## src/rtl/move_sequencer_if.sv

```systemverilog
// Write channel from the move sequencer to the board store: one cell-write per
// legal move, held stable until the store raises wr_ready.
interface move_sequencer_if;
    logic       wr_valid;
    logic       wr_ready;
    logic [2:0] wr_row;
    logic [2:0] wr_col;
    logic [1:0] wr_player;

    modport master (
        output wr_valid,
        output wr_row,
        output wr_col,
        output wr_player,
        input  wr_ready
    );

    modport slave (
        input  wr_valid,
        input  wr_row,
        input  wr_col,
        input  wr_player,
        output wr_ready
    );
endinterface

```

## src/rtl/move_sequencer.sv

```systemverilog
// Turn/move controller: confirm-press detection, column legality check and board-store writes.
// Optional feature macro: STRICT_TURN_EN (only the key of the player to move is accepted).
module move_sequencer #(
    parameter int COLS = 7,
    parameter int ROWS = 6
) (
    input  logic                    clk,
    input  logic                    reset,
    input  logic [2:0]              column_i,
    input  logic                    confirm1_i,
    input  logic                    confirm2_i,
    move_sequencer_if.master        wr,
    output logic [1:0]              current_player_o,
    output logic                    reject_o,
    output logic [5:0]              move_count_o,
    output logic                    board_full_o
);

    typedef enum logic [1:0] {
        ST_WAIT  = 2'd0,
        ST_CHECK = 2'd1,
        ST_WRITE = 2'd2,
        ST_FULL  = 2'd3
    } state_e;

    localparam logic [5:0] TOTAL_CELLS = 6'(COLS * ROWS);
    localparam logic [3:0] COLS_W      = 4'(COLS);
    localparam logic [2:0] ROWS_W      = 3'(ROWS);

    state_e     state_q, state_d;
    logic       prev1_q, prev2_q;
    logic [2:0] req_col_q, req_col_d;
    logic [2:0] height_q [COLS];
    logic [2:0] height_d [COLS];
    logic       wr_valid_q, wr_valid_d;
    logic [2:0] wr_row_q, wr_row_d;
    logic [2:0] wr_col_q, wr_col_d;
    logic [1:0] wr_player_q, wr_player_d;
    logic [1:0] player_q, player_d;
    logic       reject_q, reject_d;
    logic [5:0] count_q, count_d;
    logic       full_q, full_d;

    logic       press1_s, press2_s, accept_s;
    logic [2:0] sel_height_s;
    logic       move_legal_s;
    logic       handshake_s;
    logic [5:0] count_inc_s;

    assign press1_s = confirm1_i & ~prev1_q;
    assign press2_s = confirm2_i & ~prev2_q;

`ifdef STRICT_TURN_EN
    assign accept_s = (press1_s && (player_q == 2'd1)) || (press2_s && (player_q == 2'd2));
`else
    assign accept_s = press1_s || press2_s;
`endif

    assign handshake_s = (state_q == ST_WRITE) && wr_valid_q && wr.wr_ready;
    assign count_inc_s = count_q + 6'd1;

    // Fill height of the requested column; out-of-range columns read as zero.
    always_comb begin
        sel_height_s = 3'd0;
        for (int c = 0; c < COLS; c++) begin
            sel_height_s = (req_col_q == 3'(c)) ? height_q[c] : sel_height_s;
        end
    end

    assign move_legal_s = ({1'b0, req_col_q} < COLS_W) && (sel_height_s != ROWS_W);

    // State register.
    always_ff @(posedge clk) begin
        if (reset) begin
            state_q <= ST_WAIT;
        end else begin
            state_q <= state_d;
        end
    end

    // Next-state logic.
    always_comb begin
        state_d = state_q;
        case (state_q)
            ST_WAIT: begin
                if (accept_s) begin
                    state_d = ST_CHECK;
                end else begin
                    state_d = ST_WAIT;
                end
            end
            ST_CHECK: begin
                if (move_legal_s) begin
                    state_d = ST_WRITE;
                end else begin
                    state_d = ST_WAIT;
                end
            end
            ST_WRITE: begin
                if (handshake_s) begin
                    state_d = (count_inc_s == TOTAL_CELLS) ? ST_FULL : ST_WAIT;
                end else begin
                    state_d = ST_WRITE;
                end
            end
            ST_FULL: begin
                state_d = ST_FULL;
            end
            default: begin
                state_d = ST_WAIT;
            end
        endcase
    end

    // Output and datapath next-values; everything here lands in a register.
    always_comb begin
        req_col_d   = req_col_q;
        wr_valid_d  = wr_valid_q;
        wr_row_d    = wr_row_q;
        wr_col_d    = wr_col_q;
        wr_player_d = wr_player_q;
        player_d    = player_q;
        reject_d    = 1'b0;
        count_d     = count_q;
        full_d      = full_q;
        for (int c = 0; c < COLS; c++) begin
            height_d[c] = height_q[c];
        end

        case (state_q)
            ST_WAIT: begin
                if (accept_s) begin
                    req_col_d = column_i;
                end else begin
                    req_col_d = req_col_q;
                end
            end
            ST_CHECK: begin
                if (move_legal_s) begin
                    wr_valid_d  = 1'b1;
                    wr_row_d    = sel_height_s;
                    wr_col_d    = req_col_q;
                    wr_player_d = player_q;
                end else begin
                    reject_d    = 1'b1;
                end
            end
            ST_WRITE: begin
                if (handshake_s) begin
                    wr_valid_d = 1'b0;
                    count_d    = count_inc_s;
                    full_d     = (count_inc_s == TOTAL_CELLS);
                    player_d   = (player_q == 2'd1) ? 2'd2 : 2'd1;
                    for (int c = 0; c < COLS; c++) begin
                        height_d[c] = (req_col_q == 3'(c)) ? height_q[c] + 3'd1 : height_q[c];
                    end
                end else begin
                    wr_valid_d = 1'b1;
                end
            end
            ST_FULL: begin
                full_d = 1'b1;
            end
            default: begin
                wr_valid_d = 1'b0;
            end
        endcase
    end

    // Datapath registers; key history is sampled in every state so a held key never re-fires.
    always_ff @(posedge clk) begin
        if (reset) begin
            prev1_q     <= 1'b0;
            prev2_q     <= 1'b0;
            req_col_q   <= 3'd0;
            wr_valid_q  <= 1'b0;
            wr_row_q    <= 3'd0;
            wr_col_q    <= 3'd0;
            wr_player_q <= 2'd0;
            player_q    <= 2'd1;
            reject_q    <= 1'b0;
            count_q     <= 6'd0;
            full_q      <= 1'b0;
            for (int c = 0; c < COLS; c++) begin
                height_q[c] <= 3'd0;
            end
        end else begin
            prev1_q     <= confirm1_i;
            prev2_q     <= confirm2_i;
            req_col_q   <= req_col_d;
            wr_valid_q  <= wr_valid_d;
            wr_row_q    <= wr_row_d;
            wr_col_q    <= wr_col_d;
            wr_player_q <= wr_player_d;
            player_q    <= player_d;
            reject_q    <= reject_d;
            count_q     <= count_d;
            full_q      <= full_d;
            for (int c = 0; c < COLS; c++) begin
                height_q[c] <= height_d[c];
            end
        end
    end

    assign wr.wr_valid      = wr_valid_q;
    assign wr.wr_row        = wr_row_q;
    assign wr.wr_col        = wr_col_q;
    assign wr.wr_player     = wr_player_q;
    assign current_player_o = player_q;
    assign reject_o         = reject_q;
    assign move_count_o     = count_q;
    assign board_full_o     = full_q;

endmodule

```

## src/flat_wrapper.sv

```systemverilog
// flat-port wrapper written by rule: the top's interface ports become plain ports
module move_sequencer_flat 
#(
    parameter int COLS = 7,
    parameter int ROWS = 6
)
  (clk, reset, column_i, confirm1_i, confirm2_i, current_player_o, reject_o, move_count_o, board_full_o, wr_wr_valid, wr_wr_row, wr_wr_col, wr_wr_player, wr_wr_ready);
  move_sequencer_if wr_i ();
  input  logic clk;
  input  logic reset;
  input  logic [2:0] column_i;
  input  logic confirm1_i;
  input  logic confirm2_i;
  output logic [1:0] current_player_o;
  output logic reject_o;
  output logic [5:0] move_count_o;
  output logic board_full_o;
  output wire logic [$bits(wr_i.wr_valid)-1:0] wr_wr_valid;
  output wire logic [$bits(wr_i.wr_row)-1:0] wr_wr_row;
  output wire logic [$bits(wr_i.wr_col)-1:0] wr_wr_col;
  output wire logic [$bits(wr_i.wr_player)-1:0] wr_wr_player;
  input wire logic [$bits(wr_i.wr_ready)-1:0] wr_wr_ready;
  assign wr_wr_valid = wr_i.wr_valid;
  assign wr_wr_row = wr_i.wr_row;
  assign wr_wr_col = wr_i.wr_col;
  assign wr_wr_player = wr_i.wr_player;
  assign wr_i.wr_ready = wr_wr_ready;
  move_sequencer #(.COLS(COLS), .ROWS(ROWS)) u_core (.clk(clk), .reset(reset), .column_i(column_i), .confirm1_i(confirm1_i), .confirm2_i(confirm2_i), .wr(wr_i), .current_player_o(current_player_o), .reject_o(reject_o), .move_count_o(move_count_o), .board_full_o(board_full_o));
endmodule
```

## config.mk

```make
export PLATFORM = sky130hd
export DESIGN_NAME = move_sequencer_flat
export DESIGN_NICKNAME = d
export VERILOG_FILES = /design/src/rtl/move_sequencer_if.sv /design/src/rtl/move_sequencer.sv /design/src/flat_wrapper.sv
export SDC_FILE = /design/constraint.sdc
export NUM_CORES = 1
export LEC_CHECK = 0
export CAP_MARGIN = 5
export CORE_UTILIZATION = 39
export DETAILED_ROUTE_END_ITERATION = 10
export HOLD_SLACK_MARGIN = 0.15
export PLACE_DENSITY = 0.59
export SETUP_SLACK_MARGIN = 0.4
export SYNTH_ARGS = -nofsm -noshare
export SYNTH_HDL_FRONTEND = slang
export SYNTH_SLANG_ARGS = --single-unit
```

## constraint.sdc

```tcl
create_clock -name clk -period 4.64 [get_ports clk]
set_clock_uncertainty 0.2 [all_clocks]
set_input_delay 0.464 -clock clk [delete_from_list [all_inputs] [get_ports clk]]
set_output_delay 0.464 -clock clk [all_outputs]
set_load 0.1 [all_outputs]
```

==> impl_metrics.env <==
export IMPL_yosysTopAreaCell="dfxtp_1"
export IMPL_min_delay_start="u_core.wr.wr_row[0]"
export IMPL_peakVddDrop_uv=200
export IMPL_worst_ep_arrival_time_ns=2.65
export IMPL_final_common_cell="dfxtp_1"
export IMPL_wl_per_cell_um=13.2
export IMPL_vias_per_cell=5.29
export IMPL_startpoint_type="flip-flop"
export IMPL_cts_sinks=47
export IMPL_grt_use_total_pct=16.2
export IMPL_cts_clk_slew_worst_paths_ns=0.09
export IMPL_multi_input_area_um2=1330
export IMPL_clkPwrFrac_pct=35.5
export IMPL_outcome="complete, no violations"
export IMPL_htree_levels=2
export IMPL_rsz0062_at_grt="false"
export IMPL_p_leak_uw=0.00104
export IMPL_hold_path_end="u_core.wr.wr_row[0]"
export IMPL_hold_violations=0
export IMPL_numCtsBuffers=5
export IMPL_post_synth_instance_area_um2=2390
export IMPL_clock_latency_ns=0.29
export IMPL_drc=0
export IMPL_syn_num_nets=284
export IMPL_ys_async_sr_fraction_pct=0
export IMPL_ys_types=49
export IMPL_cp_required_ns=4.62
export IMPL_grt_pass1_wl_um=8160
export IMPL_core_region_area_um2=5920
export IMPL_synth_seq_cells=47
export IMPL_period_minus_slack_ns=2.66
export IMPL_r2r_end="u_core.wr.wr_col[0]"
export IMPL_p_int_uw=695
export IMPL_final_nets=303
export IMPL_r2r_setup_slack_ns=1.98
export IMPL_dpl_hpwl_um=3420
export IMPL_cts_buffer_depth=2
export IMPL_power_switching_uw=298
export IMPL_slew_viol_final=0
export IMPL_p_total_uw=993
export IMPL_initial_utilization_pct=40.4
export IMPL_antenna_left=0
export IMPL_n_antenna_cell=0
export IMPL_hp_class="flip-flop to flip-flop"
export IMPL_setup_violations=0
export IMPL_synthTopCellsByArea="dfxtp_1 39%, mux2i_1 6.3%, nor2_1 6.3%"
export IMPL_pwr_share_seq_pct=44.9
export IMPL_synth_edf_count=0
export IMPL_firstDrtPassIters=4
export IMPL_post_cts_resized=0
export IMPL_gpl_final_weighted_congestion=0.762
export IMPL_final_cell_mix="47 x dfxtp_1, 40 x nor2_1, 26 x clkdlybuf4s50_1"
export IMPL_area_sequential_um2=941
export IMPL_swShare_pct=30.0
export IMPL_syn_area_per_cell_um2=8.96
export IMPL_fp_row_count=28
export IMPL_post_cts_setup_buffer_count=0
export IMPL_finalCritPeriodShare_pct=57.4
export IMPL_netlist_instances=267
export IMPL_max_cap_violations=0
export IMPL_path_class="flip-flop to flip-flop"
export IMPL_wl_um=4800
export IMPL_cts_hold_fix_buffers=0
export IMPL_drive_gt1_share_pct=7.67
export IMPL_portBuffers=26
export IMPL_tritoncts="done"
export IMPL_antenna_found_initial=0
export IMPL_slew_headroom_pct=34.4
export IMPL_combPwrFrac_pct=19.6
export IMPL_vias=1916
export IMPL_hold_depth=2
export IMPL_drtIter0Drc=100
export IMPL_grt_max_degree=29
export IMPL_synth_ff_type="dfxtp_1"
export IMPL_fp_dieH_um=80.3
export IMPL_cellPowerDensity_nw_per_um2=354
export IMPL_synth_seq_area_share_pct=39.3
export IMPL_area_growth_pct=17.4
export IMPL_clock_fmax_mhz=375
export IMPL_gr_total_overflow=0
export IMPL_endpoint_kind="flip-flop"
export IMPL_die_area_um2=6450
export IMPL_grt_pass1_vias=1766
export IMPL_ctsRootBufferMaster="clkbuf_8"
export IMPL_num_io_pins=27
export IMPL_die_x_um=80.3
export IMPL_synth_top_area_share_pct=39.3
export IMPL_worst_slew_pin_slew_ns=0.980
export IMPL_ys_warnings_count=0
export IMPL_timing_rr_start="u_core.req_col_q[1]"
export IMPL_tns_ns=0
export IMPL_ff2ff_path_depth=5
export IMPL_fillers=557
export IMPL_path_max_fanout=23
## layer usage
metal,up-vias,global-route usage (%),share of wire [%]
met3,2,3.75,4.1
met5,-,0,0
met2,38,27.0,47
li1,969,-,-
met4,0,4.46,0.60
met1,907,20.7,48
## stage by stage
stage | setup WS, ns | cells | area (um2) | utilization [%] | hold slack (ns)
3_3_place_gp | 2.03 | 354 | 2680 | 45.2 | 0.272
3_5_place_dp | 1.98 | 354 | 2680 | 45.2 | 0.274
4_1_cts | 1.97 | 362 | 2810 | 47.4 | 0.293
2_1_floorplan | 2.01 | 267 | 2390 | - | 0.271
5_1_grt | 1.76 | 362 | 2810 | 47.4 | 0.306
6_report | 1.98 | 362 | 2810 | 47.4 | 0.289
## flip-flops by register name, summed over array words and instances, names as in the netlist
signal and count:
u_core.board_full_o 1, u_core.current_player_o 2, u_core.height_q 21, u_core.move_count_o 6, u_core.prev1_q 1, u_core.prev2_q 1
u_core.reject_o 1, u_core.req_col_q 3, u_core.state_q 2, u_core.wr.wr_col 3, u_core.wr.wr_player 2, u_core.wr.wr_row 3
u_core.wr.wr_valid 1
## cell usage after synthesis (all sizes together), types with 7 or more instances
master and n:
xnor2 8, nor2 40, ha 9, dfxtp 47, inv 7, nand2 20
and3 7, nand3 8, xor2 11, nor2b 7, clkbuf 7, a21oi 10
buf 10, mux2i 15
## cell type report
cell class | instances | area share [%]
Clock buffer | 6 | 2.58
Clock inverter | 2 | 2.14
Inverter | 8 | 1.07
Multi-Input combinational cell | 195 | 47.3
Sequential cell | 47 | 33.5
Tap cell | 75 | 3.34
Timing Repair Buffer | 29 | 10.1
## power by group through the flow
stage	clock, uW	sequential (uW)	combinational, uW
global placement	0	455	194
CTS	369	446	195
global route	380	450	207
floorplan	0	508	103
detailed placement	0	456	195
finish	353	446	194
## cell families after synthesis
group | count (synthesis) | synth area share, %
buffers and inverters | 25 | 5.18
xor gates and xnor gates | 19 | 6.96
and+or+nand+nor | 109 | 24.2
AOI/OAI and AO/OA | 42 | 12.9
adders and majority gates | 9 | 4.71
DFF | 47 | 39.3
muxes | 16 | 6.75
## critical path, stage by stage (launching register included)
cell       delay, ns
dfxtp_1         0.89
mux2i_1         0.17
a22o_1          0.28
nor3b_2         0.55
o2bb2ai_1       0.15
a311o_1         0.33
## how the worst max path moves through the flow
| stage | cells after the start | slack, ns | from | to |
|---|---|---|---|---|
| after floorplan | 7 | 2.01 | u_core.wr.wr_valid | u_core.height_q[0][14] |
| after global placement | 7 | 2.03 | wr_wr_ready | u_core.height_q[0][2] |
| after detailed placement | 5 | 1.98 | u_core.req_col_q[1] | u_core.wr.wr_col[0] |
| after CTS | 5 | 1.97 | u_core.req_col_q[1] | u_core.wr.wr_col[0] |
| after global routing | 5 | 1.76 | u_core.req_col_q[1] | u_core.wr.wr_col[1] |
| final | 5 | 1.98 | u_core.req_col_q[1] | u_core.wr.wr_col[0] |
No activity file was read; power rests on OpenSTA's default activity.
